==> config.mk <==
export PLATFORM = sky130hd
export DESIGN_NAME = mac_accumulator
export DESIGN_NICKNAME = d
export VERILOG_FILES = /design/src/rtl/mac_accumulator.sv
export SDC_FILE = /design/constraint.sdc
export NUM_CORES = 1
export LEC_CHECK = 0
export ABC_AREA = 0
export CAP_MARGIN = 30
export CORE_UTILIZATION = 30
export CTS_CLUSTER_SIZE = 25
export DETAILED_ROUTE_END_ITERATION = 7
export PLACE_DENSITY = 0.56
export REMOVE_ABC_BUFFERS = 1
export SYNTH_ARGS = -nofsm -noshare
export SYNTH_HDL_FRONTEND = slang
export SYNTH_SLANG_ARGS = --single-unit
export TNS_END_PERCENT = 30
==> constraint.sdc <==
create_clock -name clk -period 3.6 [get_ports clk]
set_clock_uncertainty 0.15 [all_clocks]
set_input_delay 0.9 -clock clk [delete_from_list [all_inputs] [get_ports clk]]
set_output_delay 0.9 -clock clk [all_outputs]
set_load 0.05 [all_outputs]
==> src/rtl/mac_accumulator.sv <==
// Dot-product accumulator behind a fixed-latency multiplier, with a 2-entry output FIFO.
// Optional clamping of the sum is enabled by defining MAC_ACCUMULATOR_SATURATE_EN.
module mac_accumulator #(
    parameter int WIDTH       = 16,
    parameter int PIPE_STAGES = 10,
    parameter int ACC_WIDTH   = 40,
    parameter int CNT_WIDTH   = 16
) (
    input  logic                 clk,
    input  logic                 rst_n,
    input  logic                 op_valid,
    input  logic                 op_last,
    input  logic [2*WIDTH-1:0]   product,
    output logic                 sum_valid,
    input  logic                 sum_ready,
    output logic [ACC_WIDTH-1:0] sum_data,
    output logic [CNT_WIDTH-1:0] sum_count,
    output logic                 sum_sat,
    output logic                 overflow
);

    generate
        if (PIPE_STAGES < 1 || ACC_WIDTH < 2*WIDTH) begin : gen_param_check
            $error("mac_accumulator: need PIPE_STAGES >= 1 and ACC_WIDTH >= 2*WIDTH");
        end
    endgenerate

    logic [PIPE_STAGES-1:0] validPipe_q;
    logic [PIPE_STAGES-1:0] lastPipe_q;
    logic                   tValid;
    logic                   tLast;

    logic [ACC_WIDTH-1:0]   acc_q;
    logic [ACC_WIDTH-1:0]   acc_d;
    logic [ACC_WIDTH-1:0]   accInc;
    logic [CNT_WIDTH-1:0]   cnt_q;
    logic [CNT_WIDTH-1:0]   cnt_d;
    logic [CNT_WIDTH-1:0]   cntInc;

    logic                   pend_q;
    logic [ACC_WIDTH-1:0]   pendData_q;
    logic [CNT_WIDTH-1:0]   pendCnt_q;

    logic [ACC_WIDTH-1:0]   dataMem_q [2];
    logic [CNT_WIDTH-1:0]   cntMem_q  [2];
    logic                   wrPtr_q;
    logic                   rdPtr_q;
    logic [1:0]             occ_q;
    logic [1:0]             occ_d;
    logic                   pop;
    logic                   accept;
    logic                   overflow_q;

`ifdef MAC_ACCUMULATOR_SATURATE_EN
    logic                   sat_q;
    logic                   sat_d;
    logic                   satInc;
    logic                   pendSat_q;
    logic [ACC_WIDTH:0]     sumWide;
    logic                   satMem_q [2];
`endif

    // Valid/last ride alongside the multiplier so the taps line up with its product.
    always_ff @(posedge clk or negedge rst_n) begin
        if (!rst_n) begin
            validPipe_q <= '0;
            lastPipe_q  <= '0;
        end else begin
            validPipe_q <= (validPipe_q << 1) | PIPE_STAGES'(op_valid);
            lastPipe_q  <= (lastPipe_q << 1) | PIPE_STAGES'(op_valid & op_last);
        end
    end

    assign tValid = validPipe_q[PIPE_STAGES-1];
    assign tLast  = lastPipe_q[PIPE_STAGES-1];

    always_comb begin
`ifdef MAC_ACCUMULATOR_SATURATE_EN
        sumWide = {1'b0, acc_q} + (ACC_WIDTH+1)'(product);
        accInc  = sumWide[ACC_WIDTH] ? '1 : sumWide[ACC_WIDTH-1:0];
        satInc  = sat_q | sumWide[ACC_WIDTH];
        sat_d   = sat_q;
`else
        accInc  = acc_q + ACC_WIDTH'(product);
`endif
        cntInc  = cnt_q + CNT_WIDTH'(1);
        acc_d   = acc_q;
        cnt_d   = cnt_q;
        if (tValid) begin
            if (tLast) begin
                acc_d = '0;
                cnt_d = '0;
`ifdef MAC_ACCUMULATOR_SATURATE_EN
                sat_d = 1'b0;
`endif
            end else begin
                acc_d = accInc;
                cnt_d = cntInc;
`ifdef MAC_ACCUMULATOR_SATURATE_EN
                sat_d = satInc;
`endif
            end
        end
    end

    // A completed sum is staged one cycle before entering the FIFO, keeping the adder off the buffer path.
    always_ff @(posedge clk or negedge rst_n) begin
        if (!rst_n) begin
            acc_q      <= '0;
            cnt_q      <= '0;
            pend_q     <= 1'b0;
            pendData_q <= '0;
            pendCnt_q  <= '0;
`ifdef MAC_ACCUMULATOR_SATURATE_EN
            sat_q      <= 1'b0;
            pendSat_q  <= 1'b0;
`endif
        end else begin
            acc_q  <= acc_d;
            cnt_q  <= cnt_d;
            pend_q <= tValid & tLast;
            if (tValid & tLast) begin
                pendData_q <= accInc;
                pendCnt_q  <= cntInc;
`ifdef MAC_ACCUMULATOR_SATURATE_EN
                pendSat_q  <= satInc;
`endif
            end
`ifdef MAC_ACCUMULATOR_SATURATE_EN
            sat_q <= sat_d;
`endif
        end
    end

    assign pop    = sum_valid & sum_ready;
    assign accept = pend_q & ((occ_q != 2'd2) | pop);
    assign occ_d  = occ_q + 2'(accept) - 2'(pop);

    // When full with a simultaneous pop, the write lands in the slot being vacated.
    always_ff @(posedge clk or negedge rst_n) begin
        if (!rst_n) begin
            for (int i = 0; i < 2; i++) begin
                dataMem_q[i] <= '0;
                cntMem_q[i]  <= '0;
`ifdef MAC_ACCUMULATOR_SATURATE_EN
                satMem_q[i]  <= 1'b0;
`endif
            end
            wrPtr_q    <= 1'b0;
            rdPtr_q    <= 1'b0;
            occ_q      <= 2'd0;
            overflow_q <= 1'b0;
        end else begin
            if (accept) begin
                dataMem_q[wrPtr_q] <= pendData_q;
                cntMem_q[wrPtr_q]  <= pendCnt_q;
`ifdef MAC_ACCUMULATOR_SATURATE_EN
                satMem_q[wrPtr_q]  <= pendSat_q;
`endif
                wrPtr_q <= ~wrPtr_q;
            end
            if (pop) begin
                rdPtr_q <= ~rdPtr_q;
            end
            occ_q <= occ_d;
            if (pend_q & ~accept) begin
                overflow_q <= 1'b1;
            end
        end
    end

    assign sum_valid = (occ_q != 2'd0);
    assign sum_data  = dataMem_q[rdPtr_q];
    assign sum_count = cntMem_q[rdPtr_q];
    assign overflow  = overflow_q;
`ifdef MAC_ACCUMULATOR_SATURATE_EN
    assign sum_sat   = satMem_q[rdPtr_q];
`else
    assign sum_sat   = 1'b0;
`endif

endmodule
==> results of run 1 <==
through the flow:
stage | cells | instance area (sq um) | util | setup TNS (ns) | power (W)
CTS | 1691 | 14850 | 0.3833 | 0 | 0.01317
global route | 1693 | 14890 | 0.3844 | -0.1307 | 0.01390
floorplan | 951 | 11610 | - | -34.34 | 0.008080
global placement | 1637 | 13830 | 0.3571 | -15.41 | 0.009959
detailed placement | 1637 | 13830 | 0.3571 | -16.81 | 0.01004
finish | 1693 | 14890 | 0.3844 | 0 | 0.01302
routing by layer:
metal  track usage  up-vias  part of all wire  wire [um]
li1              -     3892                 -          -
met1        0.1923     3980              0.49      13060
met2        0.2154      102              0.46      12160
met3       0.02078       36             0.033        863
met4       0.03162        0             0.018        471
met5             0        -                 0          0
sequential cells by signal (all words and copies together) (netlist names), 2 cells and up:
signal,flops
acc_q,40
cntMem_q,32
cnt_q,16
dataMem_q,80
lastPipe_q,10
occ_q,2
pendCnt_q,16
pendData_q,40
validPipe_q,10
timing repair:
| action | CTS | global route |
|---|---|---|
| buffers inserted | 0 | 2 |
| endpoints found under the setup margin | 0 | 20 |
| hold buffers | 0 | 0 |
| resized for setup | 0 | 6 |
worst paths after layout:
| path | start | endpoint | slack [ns] |
|---|---|---|---|
| setup / recovery | rdPtr_q | sum_data[29] | 0.12 |
| hold / removal | rst_n | dataMem_q[76] | 0.04 |
| setup reg to reg | acc_q[0] | pendData_q[36] | 0.52 |
| hold reg to reg | validPipe_q[7] | validPipe_q[8] | 0.20 |
| max in group asynchronous | rst_n | validPipe_q[4] | 2.39 |
| min in group clk | validPipe_q[7] | validPipe_q[8] | 0.20 |
power breakdown:
| group | switching, W | leakage [nW] | internal [W] | total, W |
|---|---|---|---|---|
| Combinational | 0.00317 | 2.99 | 0.00261 | 0.00578 |
| Clock | 0.00118 | 0.497 | 0.00186 | 0.00304 |
| Sequential | 0.000514 | 3.21 | 0.00369 | 0.00420 |
| Total | 0.00487 | 6.70 | 0.00816 | 0.0130 |
area by class of cell:
class / instances / area [sq um]
Fill cell: 3803 / 23850
Tap cell: 518 / 648.1
Clock buffer: 39 / 843.3
Inverter: 15 / 56.30
Multi-Input combinational cell: 686 / 5336
Sequential cell: 250 / 6257
Timing Repair Buffer: 170 / 1579
Clock inverter: 15 / 168.9
kinds of logic after synthesis:
kind of cell	count (synthesis)	synth area share
XOR/XNOR	52	0.03856
adder cells (fa/ha/maj)	36	0.03878
flip-flops	250	0.5297
AO/OA/AOI/OAI	225	0.1248
buffers and inverters	65	0.02182
other	1	0.0003175
multiplexers	177	0.1687
AND/OR/NAND/NOR	195	0.07734
layout by cell type (no fill, tap or decap), types with 3 or more instances in the layout:
master,synthesis,layout
dfrtp_1,250,249
or3_1,5,5
o211ai_1,3,3
nand3_1,12,12
and2_1,6,6
clkinv_2,0,6
clkbuf_8,0,8
or2_2,4,4
nor2_1,27,26
clkbuf_16,0,29
nand2_1,93,90
nor3_1,6,6
nand2_2,0,3
clkinvlp_4,0,3
clkdlybuf4s50_1,0,93
inv_1,13,13
o21a_1,4,4
o31ai_1,6,6
mux2_2,176,176
a21oi_1,24,23
bufinv_16,0,3
xnor2_1,35,35
buf_12,0,5
a22o_1,6,6
xor2_1,17,17
o21ai_1,7,7
nor2b_1,10,9
ha_1,35,35
nand2b_1,6,6
o21ai_0,88,88
a31o_2,8,8
a21o_1,17,17
a31oi_1,11,10
a21oi_2,2,3
buf_4,1,71
o211ai_2,3,3
and3_1,17,17
o2bb2ai_1,23,23
==> metrics.md, run 1 <==
| Metric | Value |
|---|---|
| Synth area leader | dfrtp_1 |
| Avg Cell Area, Syn | between 10 and 15 sq um |
| Worst-margin pin slew | about 0.67 ns |
| CP cell instances | buf_12 > mux2_2 > clkdlybuf4s50_1 |
| Die Span X | 200.4 um |
| Layout cells sized above 1 | 0.2911 |
| Root Buffer | clkbuf_16 |
| Number of buffers created by CTS | 29 |
| Pwr/cell area | 874.8 nW/um^2 |
| Synth Cell Area | 11810 sq um |
| Insertion delay to the later sink of the worst-skew pair | 0.55 ns |
| Vias/cell | between 4 and 5 |
| Vias in the first global route | ~8.2k |
| Synthesis warning total | 0 |
| GRT Util Overall | 0.1350 |
| Ports | 96 |
| Longest Clk Path Bufs | 3 |
| EDFF count, synth | 0 |
| Iteration-0 DRC count of the detailed router | 402 |
| Setup WS post-layout | 0.1171 ns |
| Die Span Y | ~200 um |
| CP peak stage delay | ~0.77 ns |
| Setup crit end kind | output port |
| Final wirelength | 26.55 mm |
| Unique masters post-synth | 64 |
| Max_cap viols | 0 |
| Top-area cell type share of the netlist area | 0.5297 |
| Crit-path max FO | 57 |
| Fraction of registers with async set/reset | 1.000 |
| Main flop type after synthesis | dfrtp_1 |
| Hold Worst Slack | 0.03647 ns |
| Status | completed |
| R2R cell count | 13 |
| Critical path's slowest cell | clkdlybuf4s50_1 |
| Most common cell in the netlist | dfrtp_1 |
| Critical path class | flip-flop to output port |
| Initial core utilization | 0.3049 |
| CP bufs+invs | 2 |
| Ant diodes | 0 |
| Remaining DRCs | 0 |
| Layout Nets | 1225 |
| # H-tree levels | 1 |
| Slew Limit Headroom | 0.5547 |
| Fin crit share | 0.9675 |
| # port buffers | 94 |
| Yosys reg bits | 250 |
| Remaining global-route overflow | 0 |
| Leak Pwr | 6.699 nW |
| Reg clk slew, reported paths | 0.06 ns |
| Gpl congestion | ~0.85 |
| Core area | 38740 sq um |
| Pre-CTS setup slack | -0.5472 ns |
| CP Data Required Time | 2.55 ns |
| Mapped Cells | 1001 |
| Fin crit period | 3.483 ns |
| Top delay family on crit path | buffers and inverters |
| Global-route wire length before repair | 44.37 mm |
| FP Rows | 72 |
| Antenna violations before repair | 0 |
| Max VDD drop | 0.3719 mV |
| CTS tree | done |
| WL/cell | 15.68 um |
| Drt pass-1 iters | 5 |
| Slew Viols, Final | 0 |
| Die ar. | around 40000 sq um |
| Synth top cells by count | 250 x dfrtp_1, 176 x mux2_2, 93 x nand2_1 |
| Hold Fails Final Rpt | 0 |
| Final setup fails | 0 |
| Final HPWL DP | 17.71 mm |
| Post-synthesis sequential area ratio | 0.5297 |
| CP Depth | 3 |
| FMAX | 0.2871 GHz |
| ANT nets after route | 0 |
| DR vias | 8010 |
| Hold WC Path Type | primary input to asynchronous set/reset pin |
| Crit start category | flip-flop |
| CTS sink cnt | 250 |
| Layout area overhead | 26.07% |
| Largest net degree at the start of global routing | 115 |
| Synth area leaders | dfrtp_1 53%, mux2_2 17%, o21ai_0 3.7% |
| WP data arrival | 2.43 ns |
Power figures use the tool's default switching activity.
==> inputs of run 2 (changes only) <==
- GPL_TIMING_DRIVEN: unset -> 0
==> metrics.md, run 2 (same netlist as run 1, synthesis figures left out) <==
| Metric | Value |
|---|---|
| Layout Nets | 1164 |
| Remaining DRCs | 0 |
| Sw frac | 0.3835 |
| Number of buffers created by CTS | 29 |
| GRT Util Overall | 0.1310 |
| Longest Clk Path Bufs | 3 |
| # port buffers | 94 |
| Iteration-0 DRC count of the detailed router | between 300 and 400 |
| Internal power | 0.007674 W |
| Post-route core utilization | 0.3747 |
| CP Data Required Time | 3.86 ns |
| FMAX | 0.2913 GHz |
| Largest regs | dataMem_q (80), acc_q (40), pendData_q (40) |
| Leak Pwr | 6.563 nW |
| Psw | 0.004774 W |
| Insertion delay to the later sink of the worst-skew pair | 0.55 ns |
| Setup crit end kind | flip-flop |
| Die Span X | 200.4 um |
| Reg clk slew, reported paths | roughly 0.06 ns |
| Layout area overhead | 22.91% |
| M2 GR Usage | 0.2077 |
| Post-route setup TNS | 0 ns |
| Status | completed |
| Ports | 96 |
| Max_cap viols | 0 |
| Antenna violations before repair | 0 |
| WL/cell | 15.96 um |
| Final wirelength | between 20 and 30 mm |
| Tot Pwr | ~0.012 W |
| Grt peak-use layer | met2 |
| Max VDD drop | between 0.5 and 0.6 mV |
| Gpl congestion | 0.8094 |
| Crit start category | primary input |
| Initial core utilization | 0.3049 |
| Setup WS post-layout | 0.1670 ns |
| Hold WC Path Type | primary input to asynchronous set/reset pin |
| Grt met3 use | 0.02127 |
| Die ar. | 40160 sq um |
| Remaining global-route overflow | 0 |
| Vias in the first global route | 8035 |
| Slew Limit Headroom | 0.4355 |
| Max reg flops | 80 |
| Final instance area | 14520 sq um |
| FP Rows | 72 |
| Ant diodes | 0 |
| Number of fill cells in the layout | 3852 |
| Crit-path max FO | 5 |
| Final setup fails | 0 |
| CTS sink cnt | 250 |
| Pre-CTS setup slack | -0.8656 ns |
| FF-to-FF Start | validPipe_q[9] |
| Slew Viols, Final | 0 |
| WP data arrival | about 3.7 ns |
| Grt met1 use | 0.1882 |
| Global-route wire length before repair | between 40 and 50 mm |
| Largest net degree at the start of global routing | 107 |
| Final HPWL DP | 17.51 mm |
| Worst-margin pin slew | 0.8437 ns |
| Placed Area | between 10000 and 15000 sq um |
| CP startpoint | product[16] |
| Fin crit period | 3.433 ns |
| Largest register by flop count | dataMem_q |
| Post-CTS Hold Buffers | 0 |
| Die Span Y | between 200 and 250 um |
| Vias/cell | about 4.8 |
| Most frequent cells in the layout | 249 x dfrtp_1, 176 x mux2_2, 89 x nand2_1 |
| Core area | between 30000 and 40000 sq um |
| # H-tree levels | 1 |
| Layout cells sized above 1 | 0.2554 |
| Root Buffer | clkbuf_16 |
| Clk pwr share | 0.234 |
| Hold Fails Final Rpt | 0 |
| DR vias | 7772 |
| CTS tree | done |
| Pwr/cell area | approximately 860 nW/um^2 |
| Fin crit share | 0.9536 |
| Critical path class | primary input to flip-flop |
| Commonest non-fill, non-tap cell in the layout | dfrtp_1 |
| Drt pass-1 iters | 4 |
| Combinational fraction of design power | 0.425 |
| Sequential Power Share | 0.341 |
| ANT nets after route | 0 |
## run 2: routing by layer
metal  wire (um)  part of all wire
met1       12760              0.49
met5           0                 0
met2       11920              0.46
met3         965             0.037
met4         376             0.014
## run 2: cell type report
type | instances | area, sq um | area share
clock inverter | 12 | 122.6 | 0.008448
sequential | 250 | 6260 | 0.4313
multi-input combinational | 686 | 5409 | 0.3726
timing repair buffer | 109 | 1182 | 0.08146
tap | 518 | 648.1 | 0.04465
inverter | 15 | 56.30 | 0.003879
clock buffer | 40 | 837.1 | 0.05767
## run 2: repair_timing
item / in CTS / in global routing
pin swaps: 1 / 15
setup buffers: 1 / 4
gates resized for setup: 42 / 15
hold endpoints to repair: 0 / 0
endpoints found under the setup margin: 51 / 21
## run 2: path summary, 6_finish.rpt
kind,to,slack [ns],depth (start not counted)
setup / recovery,acc_q[28],0.17,11
min in group clk,validPipe_q[8],0.20,0
hold reg to reg,validPipe_q[8],0.20,0
hold / removal,dataMem_q[78],0.13,1
max in group asynchronous,acc_q[1],2.22,2
setup reg to reg,cnt_q[13],0.58,6
## run 2: worst max-delay path, stage by stage
cell,delay (ns)
clkdlybuf4s50_1,0.50
ha_2,0.32
and2_4,0.17
a22oi_2,0.17
nand2b_1,0.08
a221o_1,0.38
o31a_1,0.37
a311o_1,0.35
a21oi_2,0.16
xor2_1,0.21
o31ai_1,0.09
## run 2: through the flow
step | hold WS [ns] | instances
2_1_floorplan | 0.1812 | 951
3_3_place_gp | 0.1827 | 1563
3_5_place_dp | 0.1847 | 1574
4_1_cts | 0.1476 | 1627
5_1_grt | 0.1629 | 1630
6_report | 0.1297 | 1630
## run 2: power groups by stage
stage          Combinational [W]  Clock [W]  Sequential (W)
3_5_place_dp             0.00537          0         0.00429
3_3_place_gp             0.00519          0         0.00437
6_report                 0.00530    0.00291         0.00424
5_1_grt                  0.00575    0.00312         0.00438
4_1_cts                  0.00527    0.00302         0.00425
2_1_floorplan            0.00391          0         0.00417
